===== config.mk =====
export PLATFORM = sky130hd
export DESIGN_NAME = id_ex_hazard_stage_flat
export DESIGN_NICKNAME = d
export VERILOG_FILES = /design/src/rtl/id_ex_hazard_stage_pkg.sv /design/src/rtl/id_ex_hazard_stage_if.sv /design/src/rtl/id_ex_hazard_stage_load_use_detect.sv /design/src/rtl/id_ex_hazard_stage.sv /design/src/flat_wrapper.sv
export SDC_FILE = /design/constraint.sdc
export NUM_CORES = 1
export LEC_CHECK = 0
export ABC_AREA = 1
export CAP_MARGIN = 20
export CORE_UTILIZATION = 42
export CTS_CLUSTER_SIZE = 8
export DETAILED_ROUTE_END_ITERATION = 12
export PLACE_DENSITY = 0.79
export SLEW_MARGIN = 30
export SYNTH_ARGS = -nofsm -noshare
export SYNTH_HDL_FRONTEND = slang
export SYNTH_HIERARCHICAL = 1
export SYNTH_SLANG_ARGS = --single-unit

===== constraint.sdc =====
create_clock -name clk -period 2.2 [get_ports clk]
set_input_delay 0.44 -clock clk [delete_from_list [all_inputs] [get_ports clk]]
set_output_delay 0.44 -clock clk [all_outputs]
set_load 0.05 [all_outputs]

===== src/rtl/id_ex_hazard_stage_pkg.sv =====
// Shared definitions for the ID/EX stage: ALU operation classes, default
// datapath widths and the packed layout of the decoded control bundle.
package id_ex_hazard_stage_pkg;

    localparam int MIPS_DATA_W = 32;
    localparam int MIPS_REG_AW = 5;

    // ALU control class carried from decode to the ALU control unit
    typedef enum logic [1:0] {
        ALUOP_ADD   = 2'b00,
        ALUOP_SUB   = 2'b01,
        ALUOP_FUNCT = 2'b10
    } aluOp_e;

    // Control bundle, field order fixed MSB to LSB
    typedef struct packed {
        logic   regWrite;
        logic   memRead;
        logic   memWrite;
        logic   memtoReg;
        logic   aluSrc;
        logic   regDst;
        aluOp_e aluOp;
    } ctrl_t;

    // All-zero controls: a bubble that writes nothing and touches no memory
    localparam ctrl_t CTRL_BUBBLE = '0;

endpackage


===== src/rtl/id_ex_hazard_stage_if.sv =====
// ID -> EX bus: decoded fields from the ID stage and their registered copies
// presented to the EX stage and its forwarding unit.
interface id_ex_hazard_stage_if
    import id_ex_hazard_stage_pkg::*;
#(
    parameter int DATA_W = MIPS_DATA_W,
    parameter int REG_AW = MIPS_REG_AW
) ();

    // Decode side
    logic              ID_RegWrite;
    logic              ID_MemRead;
    logic              ID_MemWrite;
    logic              ID_MemtoReg;
    logic              ID_ALUSrc;
    logic              ID_RegDst;
    logic [1:0]        ID_ALUOp;
    logic              ID_UsesRt;
    logic [DATA_W-1:0] ID_ReadData1;
    logic [DATA_W-1:0] ID_ReadData2;
    logic [DATA_W-1:0] ID_Imm;
    logic [REG_AW-1:0] ID_rs;
    logic [REG_AW-1:0] ID_rt;
    logic [REG_AW-1:0] ID_rd;

    // Execute side
    logic              EX_RegWrite;
    logic              EX_MemRead;
    logic              EX_MemWrite;
    logic              EX_MemtoReg;
    logic              EX_ALUSrc;
    logic              EX_RegDst;
    logic [1:0]        EX_ALUOp;
    logic [DATA_W-1:0] EX_ReadData1;
    logic [DATA_W-1:0] EX_ReadData2;
    logic [DATA_W-1:0] EX_Imm;
    logic [REG_AW-1:0] EX_rs;
    logic [REG_AW-1:0] EX_rt;
    logic [REG_AW-1:0] EX_rd;

    // Decoder drives ID fields and observes the EX copies
    modport master (
        output ID_RegWrite, ID_MemRead, ID_MemWrite, ID_MemtoReg, ID_ALUSrc,
               ID_RegDst, ID_ALUOp, ID_UsesRt, ID_ReadData1, ID_ReadData2,
               ID_Imm, ID_rs, ID_rt, ID_rd,
        input  EX_RegWrite, EX_MemRead, EX_MemWrite, EX_MemtoReg, EX_ALUSrc,
               EX_RegDst, EX_ALUOp, EX_ReadData1, EX_ReadData2, EX_Imm,
               EX_rs, EX_rt, EX_rd
    );

    // Pipeline register consumes ID fields and produces the EX copies
    modport slave (
        input  ID_RegWrite, ID_MemRead, ID_MemWrite, ID_MemtoReg, ID_ALUSrc,
               ID_RegDst, ID_ALUOp, ID_UsesRt, ID_ReadData1, ID_ReadData2,
               ID_Imm, ID_rs, ID_rt, ID_rd,
        output EX_RegWrite, EX_MemRead, EX_MemWrite, EX_MemtoReg, EX_ALUSrc,
               EX_RegDst, EX_ALUOp, EX_ReadData1, EX_ReadData2, EX_Imm,
               EX_rs, EX_rt, EX_rd
    );

endinterface


===== src/rtl/id_ex_hazard_stage_load_use_detect.sv =====
// Load-use hazard detector: flags a consumer in ID whose source register is
// the destination of a load currently in the next stage. $zero never hazards.
module load_use_detect #(
    parameter int REG_AW = 5
) (
    input  logic              exMemRead,
    input  logic [REG_AW-1:0] exRt,
    input  logic [REG_AW-1:0] idRs,
    input  logic [REG_AW-1:0] idRt,
    input  logic              idUsesRt,
    output logic              loadUseHazard
);

    logic rsMatch;
    logic rtMatch;

    // rt only counts as a source when the instruction actually reads it
    always_comb begin
        rsMatch       = (exRt == idRs);
        rtMatch       = idUsesRt && (exRt == idRt);
        loadUseHazard = exMemRead && (exRt != '0) && (rsMatch || rtMatch);
    end

endmodule


===== src/rtl/id_ex_hazard_stage.sv =====
// ID/EX pipeline register with load-use bubble insertion, branch flush,
// global hold, PC/IF-ID stall enables and saturating event counters.
module id_ex_hazard_stage
    import id_ex_hazard_stage_pkg::*;
#(
    parameter int DATA_W = MIPS_DATA_W,
    parameter int REG_AW = MIPS_REG_AW,
    parameter int CNT_W  = 16
) (
    input  logic             clk,
    input  logic             reset_n,
    id_ex_hazard_stage_if.slave bus,
    input  logic             BranchFlush,
    input  logic             Hold,
    output logic             PCWrite,
    output logic             IF_ID_Write,
    output logic [CNT_W-1:0] StallCount,
    output logic [CNT_W-1:0] FlushCount
);

    ctrl_t             idCtrl;
    ctrl_t             exCtrl;
    logic [DATA_W-1:0] exReadData1;
    logic [DATA_W-1:0] exReadData2;
    logic [DATA_W-1:0] exImm;
    logic [REG_AW-1:0] exRs;
    logic [REG_AW-1:0] exRt;
    logic [REG_AW-1:0] exRd;
    logic              loadUseHazard;
    logic              killCtrl;

    // Pack the decoded controls into the shared bundle layout
    always_comb begin
        idCtrl          = CTRL_BUBBLE;
        idCtrl.regWrite = bus.ID_RegWrite;
        idCtrl.memRead  = bus.ID_MemRead;
        idCtrl.memWrite = bus.ID_MemWrite;
        idCtrl.memtoReg = bus.ID_MemtoReg;
        idCtrl.aluSrc   = bus.ID_ALUSrc;
        idCtrl.regDst   = bus.ID_RegDst;
        idCtrl.aluOp    = aluOp_e'(bus.ID_ALUOp);
    end

    load_use_detect #(
        .REG_AW(REG_AW)
    ) u_load_use_detect (
        .exMemRead    (exCtrl.memRead),
        .exRt         (exRt),
        .idRs         (bus.ID_rs),
        .idRt         (bus.ID_rt),
        .idUsesRt     (bus.ID_UsesRt),
        .loadUseHazard(loadUseHazard)
    );

    // Front-end stall: a hazard or a global hold both freeze PC and IF/ID.
    // A flush coinciding with a hazard still stalls; the branch unit
    // redirects the PC on the following cycle.
    always_comb begin
        PCWrite     = ~(loadUseHazard | Hold);
        IF_ID_Write = ~(loadUseHazard | Hold);
        killCtrl    = BranchFlush | loadUseHazard;
    end

    // ID/EX register: hold freezes, flush or hazard zeroes the controls,
    // data and address fields always follow ID when not held
    always_ff @(posedge clk) begin
        // NOTE: data/address fields are reset as well, not only the controls,
        // so every EX output reads zero straight out of reset.
        if (!reset_n) begin
            exCtrl      <= CTRL_BUBBLE;
            exReadData1 <= '0;
            exReadData2 <= '0;
            exImm       <= '0;
            exRs        <= '0;
            exRt        <= '0;
            exRd        <= '0;
        end else if (!Hold) begin
            // NOTE: non-blocking assignments keep every register sampling the
            // pre-edge state, so the hazard uses the old exRt/memRead.
            exCtrl      <= killCtrl ? CTRL_BUBBLE : idCtrl;
            exReadData1 <= bus.ID_ReadData1;
            exReadData2 <= bus.ID_ReadData2;
            exImm       <= bus.ID_Imm;
            exRs        <= bus.ID_rs;
            exRt        <= bus.ID_rt;
            exRd        <= bus.ID_rd;
        end
    end

    // Saturating event counters; a flush masks a simultaneous hazard
    always_ff @(posedge clk) begin
        if (!reset_n) begin
            StallCount <= '0;
            FlushCount <= '0;
        end else if (!Hold) begin
            if (BranchFlush) begin
                if (FlushCount != '1) FlushCount <= FlushCount + CNT_W'(1);
            end else if (loadUseHazard) begin
                if (StallCount != '1) StallCount <= StallCount + CNT_W'(1);
            end
        end
    end

    // Drive the EX side of the bus from the stage registers
    always_comb begin
        bus.EX_RegWrite  = exCtrl.regWrite;
        bus.EX_MemRead   = exCtrl.memRead;
        bus.EX_MemWrite  = exCtrl.memWrite;
        bus.EX_MemtoReg  = exCtrl.memtoReg;
        bus.EX_ALUSrc    = exCtrl.aluSrc;
        bus.EX_RegDst    = exCtrl.regDst;
        bus.EX_ALUOp     = exCtrl.aluOp;
        bus.EX_ReadData1 = exReadData1;
        bus.EX_ReadData2 = exReadData2;
        bus.EX_Imm       = exImm;
        bus.EX_rs        = exRs;
        bus.EX_rt        = exRt;
        bus.EX_rd        = exRd;
    end

endmodule


===== src/flat_wrapper.sv =====
// flat-port wrapper written by rule: the top's interface ports become plain ports
module id_ex_hazard_stage_flat import id_ex_hazard_stage_pkg::*;
#(
    parameter int DATA_W = MIPS_DATA_W,
    parameter int REG_AW = MIPS_REG_AW,
    parameter int CNT_W  = 16
)
  (clk, reset_n, BranchFlush, Hold, PCWrite, IF_ID_Write, StallCount, FlushCount, bus_ID_RegWrite, bus_ID_MemRead, bus_ID_MemWrite, bus_ID_MemtoReg, bus_ID_ALUSrc, bus_ID_RegDst, bus_ID_ALUOp, bus_ID_UsesRt, bus_ID_ReadData1, bus_ID_ReadData2, bus_ID_Imm, bus_ID_rs, bus_ID_rt, bus_ID_rd, bus_EX_RegWrite, bus_EX_MemRead, bus_EX_MemWrite, bus_EX_MemtoReg, bus_EX_ALUSrc, bus_EX_RegDst, bus_EX_ALUOp, bus_EX_ReadData1, bus_EX_ReadData2, bus_EX_Imm, bus_EX_rs, bus_EX_rt, bus_EX_rd);
  id_ex_hazard_stage_if #(.DATA_W(DATA_W), .REG_AW(REG_AW)) bus_i ();
  input  logic clk;
  input  logic reset_n;
  input  logic BranchFlush;
  input  logic Hold;
  output logic PCWrite;
  output logic IF_ID_Write;
  output logic [CNT_W-1:0] StallCount;
  output logic [CNT_W-1:0] FlushCount;
  input wire logic [$bits(bus_i.ID_RegWrite)-1:0] bus_ID_RegWrite;
  input wire logic [$bits(bus_i.ID_MemRead)-1:0] bus_ID_MemRead;
  input wire logic [$bits(bus_i.ID_MemWrite)-1:0] bus_ID_MemWrite;
  input wire logic [$bits(bus_i.ID_MemtoReg)-1:0] bus_ID_MemtoReg;
  input wire logic [$bits(bus_i.ID_ALUSrc)-1:0] bus_ID_ALUSrc;
  input wire logic [$bits(bus_i.ID_RegDst)-1:0] bus_ID_RegDst;
  input wire logic [$bits(bus_i.ID_ALUOp)-1:0] bus_ID_ALUOp;
  input wire logic [$bits(bus_i.ID_UsesRt)-1:0] bus_ID_UsesRt;
  input wire logic [$bits(bus_i.ID_ReadData1)-1:0] bus_ID_ReadData1;
  input wire logic [$bits(bus_i.ID_ReadData2)-1:0] bus_ID_ReadData2;
  input wire logic [$bits(bus_i.ID_Imm)-1:0] bus_ID_Imm;
  input wire logic [$bits(bus_i.ID_rs)-1:0] bus_ID_rs;
  input wire logic [$bits(bus_i.ID_rt)-1:0] bus_ID_rt;
  input wire logic [$bits(bus_i.ID_rd)-1:0] bus_ID_rd;
  output wire logic [$bits(bus_i.EX_RegWrite)-1:0] bus_EX_RegWrite;
  output wire logic [$bits(bus_i.EX_MemRead)-1:0] bus_EX_MemRead;
  output wire logic [$bits(bus_i.EX_MemWrite)-1:0] bus_EX_MemWrite;
  output wire logic [$bits(bus_i.EX_MemtoReg)-1:0] bus_EX_MemtoReg;
  output wire logic [$bits(bus_i.EX_ALUSrc)-1:0] bus_EX_ALUSrc;
  output wire logic [$bits(bus_i.EX_RegDst)-1:0] bus_EX_RegDst;
  output wire logic [$bits(bus_i.EX_ALUOp)-1:0] bus_EX_ALUOp;
  output wire logic [$bits(bus_i.EX_ReadData1)-1:0] bus_EX_ReadData1;
  output wire logic [$bits(bus_i.EX_ReadData2)-1:0] bus_EX_ReadData2;
  output wire logic [$bits(bus_i.EX_Imm)-1:0] bus_EX_Imm;
  output wire logic [$bits(bus_i.EX_rs)-1:0] bus_EX_rs;
  output wire logic [$bits(bus_i.EX_rt)-1:0] bus_EX_rt;
  output wire logic [$bits(bus_i.EX_rd)-1:0] bus_EX_rd;
  assign bus_i.ID_RegWrite = bus_ID_RegWrite;
  assign bus_i.ID_MemRead = bus_ID_MemRead;
  assign bus_i.ID_MemWrite = bus_ID_MemWrite;
  assign bus_i.ID_MemtoReg = bus_ID_MemtoReg;
  assign bus_i.ID_ALUSrc = bus_ID_ALUSrc;
  assign bus_i.ID_RegDst = bus_ID_RegDst;
  assign bus_i.ID_ALUOp = bus_ID_ALUOp;
  assign bus_i.ID_UsesRt = bus_ID_UsesRt;
  assign bus_i.ID_ReadData1 = bus_ID_ReadData1;
  assign bus_i.ID_ReadData2 = bus_ID_ReadData2;
  assign bus_i.ID_Imm = bus_ID_Imm;
  assign bus_i.ID_rs = bus_ID_rs;
  assign bus_i.ID_rt = bus_ID_rt;
  assign bus_i.ID_rd = bus_ID_rd;
  assign bus_EX_RegWrite = bus_i.EX_RegWrite;
  assign bus_EX_MemRead = bus_i.EX_MemRead;
  assign bus_EX_MemWrite = bus_i.EX_MemWrite;
  assign bus_EX_MemtoReg = bus_i.EX_MemtoReg;
  assign bus_EX_ALUSrc = bus_i.EX_ALUSrc;
  assign bus_EX_RegDst = bus_i.EX_RegDst;
  assign bus_EX_ALUOp = bus_i.EX_ALUOp;
  assign bus_EX_ReadData1 = bus_i.EX_ReadData1;
  assign bus_EX_ReadData2 = bus_i.EX_ReadData2;
  assign bus_EX_Imm = bus_i.EX_Imm;
  assign bus_EX_rs = bus_i.EX_rs;
  assign bus_EX_rt = bus_i.EX_rt;
  assign bus_EX_rd = bus_i.EX_rd;
  id_ex_hazard_stage #(.DATA_W(DATA_W), .REG_AW(REG_AW), .CNT_W(CNT_W)) u_core (.clk(clk), .reset_n(reset_n), .bus(bus_i), .BranchFlush(BranchFlush), .Hold(Hold), .PCWrite(PCWrite), .IF_ID_Write(IF_ID_Write), .StallCount(StallCount), .FlushCount(FlushCount));
endmodule

==> flow_metrics.py, run 1 <==
metrics = {
    "cts": {
        "cts_buffers": 17,
        "clock_path_buffers": 2,
        "clockRootBuffer": "clkbuf_16",
        "clock_latency_ns": 0.42,
        "cts_tree": "done",
        "hold_buffers": 0,
        "path_clk_slew_ns": 0.06,
        "cts.sinks": 151,
        "cts_max_level": 4,
    },
    "logic_synthesis": {
        "async_reset_ff_frac": 0,
        "synth-main-ff-cell": "dfxtp_1",
        "avgSynthCellArea_um2": 7.065,
        "post-synth-top-area-cell": "dfxtp_1",
        "ys_seq_area_frac": 0.4896,
        "synth_common_cells": "nor2_1, dfxtp_1, o21ai_0",
        "synth_top_cell_area_share": 0.4896,
        "synth_warnings": 6,
        "netlist-cell-type-count": 24,
        "syn_nets": 1000,
        "syn_area_um2": 6175,
        "synth_enable_flop_cells": 0,
        "synth_cells": 874,
        "synth.most_common_cell": "nor2_1",
        "ys_ff_latch": 151,
        "netlist_top_cells_area": "dfxtp_1, nor2_1, o21ai_0",
    },
    "timing": {
        "setup_viol": 0,
        "worst_pin_slew_ns": 0.6299,
        "clock_skew_ns": 0.009316,
        "drv_slew": 0,
        "timing.final.crit_share": 0.9817,
        "finalCriticalPeriod_ns": 2.160,
        "hold_viol": 0,
        "fmax_mhz": 463.0,
        "slew_headroom": 0.5800,
        "fin_ws_ns": 0.04019,
        "holdWs_ns": 0.3423,
    },
    "route": {
        "drtAntennaViolNets": 0,
        "vias": 6499,
        "wl_per_cell_um": 14.22,
        "drt-initial-drc-count": 399,
        "drc": 0,
        "firstDrtPassIters": 5,
        "vias_per_cell": 4.883,
        "routed_wl_mm": 18.93,
    },
    "layout": {
        "nFillCells": 1177,
        "fin_nets": 1264,
        "syn2layout_area_growth_pct": 57.51,
        "fin_util": 0.6900,
        "drive_above_1_share": 0.06950,
        "final_cell_area_um2": 9726,
        "diodes": 0,
    },
    "worst_setup_path": {
        "crit_arrival_ns": 1.72,
        "slowest_delay_ns": 0.36,
        "crit_path_end_kind": "output port",
        "cp_top_family": "buffers and inverters",
        "slowest_stage": "dfxtp_4",
        "worstPathCellList": "buf_4, nand2_1, nand2_1, nor2_1, nand3_1, a21oi_2, buf_6, nor2_4, buf_8",
        "worstSetupPathType": "flop to output port",
        "timing.critical_path.mode_cell": "nand2_1",
        "critical_path_buf_inv_count": 3,
        "path_max_fanout": 5,
        "cp.required_ns": 1.76,
        "start_kind": "flop",
    },
    "placed_design": {
        "gp_congestion": 0.8816,
        "place_area_um2": 9039,
        "dp_hpwl_mm": 13.29,
        "pre_cts_ws_ns": -0.2386,
        "io_buffers": 276,
    },
    "global_routing": {
        "grt_usage": 0.2501,
        "antenna_found_initial": 0,
        "grt_pass1_wl_mm": 29.17,
        "grt_pass1_vias": 6037,
        "grt_start_max_net_pins": 68,
        "globalRouteOverflowTotal": 0,
    },
    "hold_path": {
        "hold_path.class": "input port to flop",
    },
    "power": {
        "leakage_nw": 4.090,
        "p_per_area_nw_per_um2": 763.4,
        "peakVddDrop_mv": 0.5612,
    },
    "die": {
        "die_h_um": 123.3,
        "rows": 43,
        "initial_utilization": 0.4380,
        "dieWidth_um": 123.3,
        "io-pin-count": 277,
        "die-area_um2": 15190,
        "core_area_um2": 14100,
    },
    "job": {
        "maxCapViolations": 0,
    },
    "run_status": {
        "outcome": "finished, final reports clean",
    },
}
-- cell usage in the layout, fill, tap and decap left out, drive strengths merged --
| cell | netlist | routed |
|---|---|---|
| nor2 | 314 | 314 |
| nand3 | 45 | 45 |
| clkinvlp | 0 | 1 |
| xnor2 | 1 | 1 |
| nand3b | 3 | 3 |
| dfxtp | 151 | 151 |
| bufinv | 0 | 3 |
| a21oi | 32 | 32 |
| inv | 45 | 47 |
| o21ai | 112 | 112 |
| clkdlybuf4s50 | 0 | 258 |
| clkbuf | 25 | 19 |
| nand2 | 111 | 111 |
| nor3 | 2 | 2 |
| xor2 | 2 | 2 |
| nand4 | 7 | 7 |
| dlymetal6s2s | 0 | 9 |
| clkinv | 0 | 7 |
| buf | 21 | 20 |
| dlygate4sd2 | 0 | 4 |
| o21a | 1 | 1 |
| ha | 2 | 2 |
-- worst reg2reg max path, cell delays in order (launching register included) --
cell and delay, ns:
dfxtp_4 0.36, buf_4 0.13, nand2_1 0.05, nand2_1 0.05, nor2_1 0.08, nand3_1 0.10
a21oi_2 0.18, buf_6 0.14, buf_4 0.12, inv_2 0.04, nor2_4 0.15, nand3_2 0.13
nor2_1 0.16, nand3_1 0.09, nand2_1 0.07, nor2_1 0.04
-- routing by layer --
| metal | GRT usage | up-vias | share of wire |
|---|---|---|---|
| li1 | - | 3309 | - |
| met1 | 0.2725 | 2932 | 0.39 |
| met2 | 0.4249 | 228 | 0.49 |
| met5 | 0 | - | 0 |
| met3 | 0.1112 | 30 | 0.090 |
| met4 | 0.09563 | 0 | 0.023 |
-- layout make-up --
| type | instances | area [um^2] | area share |
|---|---|---|---|
| Multi-Input combinational cell | 632 | 2763 | 0.2841 |
| Inverter | 45 | 172.7 | 0.01775 |
| Sequential cell | 151 | 3039 | 0.3125 |
| Clock buffer | 19 | 442.9 | 0.04554 |
| Tap cell | 180 | 225.2 | 0.02316 |
| Timing Repair Buffer | 291 | 2912 | 0.2994 |
| Clock inverter | 13 | 171.4 | 0.01763 |
-- cells by family (layout without fill, tap and decap cells) --
group | after synthesis | in the layout | synth area share
AO/OA/AOI/OAI | 145 | 145 | 0.1179
adder cells (fa/ha/maj) | 2 | 2 | 0.004052
buffers and inverters | 91 | 368 | 0.06403
flip-flops | 151 | 151 | 0.4896
AND/OR/NAND/NOR | 482 | 482 | 0.3202
XOR/XNOR | 3 | 3 | 0.004256
-- sequential cells by signal, summed over array words and instances (netlist names) --
name / flops
u_core/FlushCount: 16
u_core/StallCount: 16
u_core/bus.EX_Imm: 32
u_core/bus.EX_RegWrite: 1
u_core/bus.EX_ReadData1: 32
u_core/bus.EX_rd: 5
u_core/bus.EX_RegDst: 1
u_core/bus.EX_rs: 5
u_core/bus.EX_MemRead: 1
u_core/bus.EX_MemtoReg: 1
u_core/bus.EX_ALUSrc: 1
u_core/bus.EX_MemWrite: 1
u_core/bus.EX_rt: 5
u_core/bus.EX_ALUOp: 2
u_core/bus.EX_ReadData2: 32
-- timing repair --
item / 4_1_cts / 5_1_grt
endpoints found under the setup margin: 2 / 11
setup buffers: 1 / 1
hold endpoints to repair: 0 / 0
gates resized for setup: 6 / 25
pin swaps: 1 / 8
gates cloned: 0 / 0
-- power by group --
part	switching (mW)	leakage (nW)	internal [mW]	total, mW
combinational	0.878	2.54	0.550	1.43
clock	1.19	0.300	1.83	3.03
sequential	0.0863	1.25	2.88	2.97
-- final timing paths --
| path | endpoint | cells after the start | startpoint | slack (ns) |
|---|---|---|---|---|
| hold reg to reg | u_core/bus.EX_MemWrite | 2 | u_core/bus.EX_MemWrite | 0.47 |
| hold / removal | u_core/bus.EX_rs[0] | 3 | bus_ID_rs[0] | 0.34 |
| setup / recovery | IF_ID_Write | 9 | u_core/bus.EX_rt[2] | 0.04 |
| setup reg to reg | u_core/StallCount[15] | 15 | u_core/bus.EX_rt[2] | 0.21 |
-- metrics by stage --
stage                     cells  power [mW]  setup TNS (ns)
after global routing       1331       7.704         -0.1070
after CTS                  1330       7.467               0
after floorplan             874       3.847               0
after detailed placement   1297       4.454          -2.334
after global placement     1297       4.438          -1.232
final                      1331       7.425               0
(Power assumes the default switching activity.)
==> run 2: changes to the inputs <==
--- a/config.mk
+++ b/config.mk
@@ -6,8 +6,9 @@
 export NUM_CORES = 1
 export LEC_CHECK = 0
 export ABC_AREA = 1
-export CAP_MARGIN = 20
+export CAP_MARGIN = 15
 export CORE_UTILIZATION = 42
+export CTS_CLUSTER_DIAMETER = 200
 export CTS_CLUSTER_SIZE = 8
 export DETAILED_ROUTE_END_ITERATION = 12
 export PLACE_DENSITY = 0.79
==> results of run 2 <==
Same layout as run 1: the final DEF is identical, and so are final timing and power.
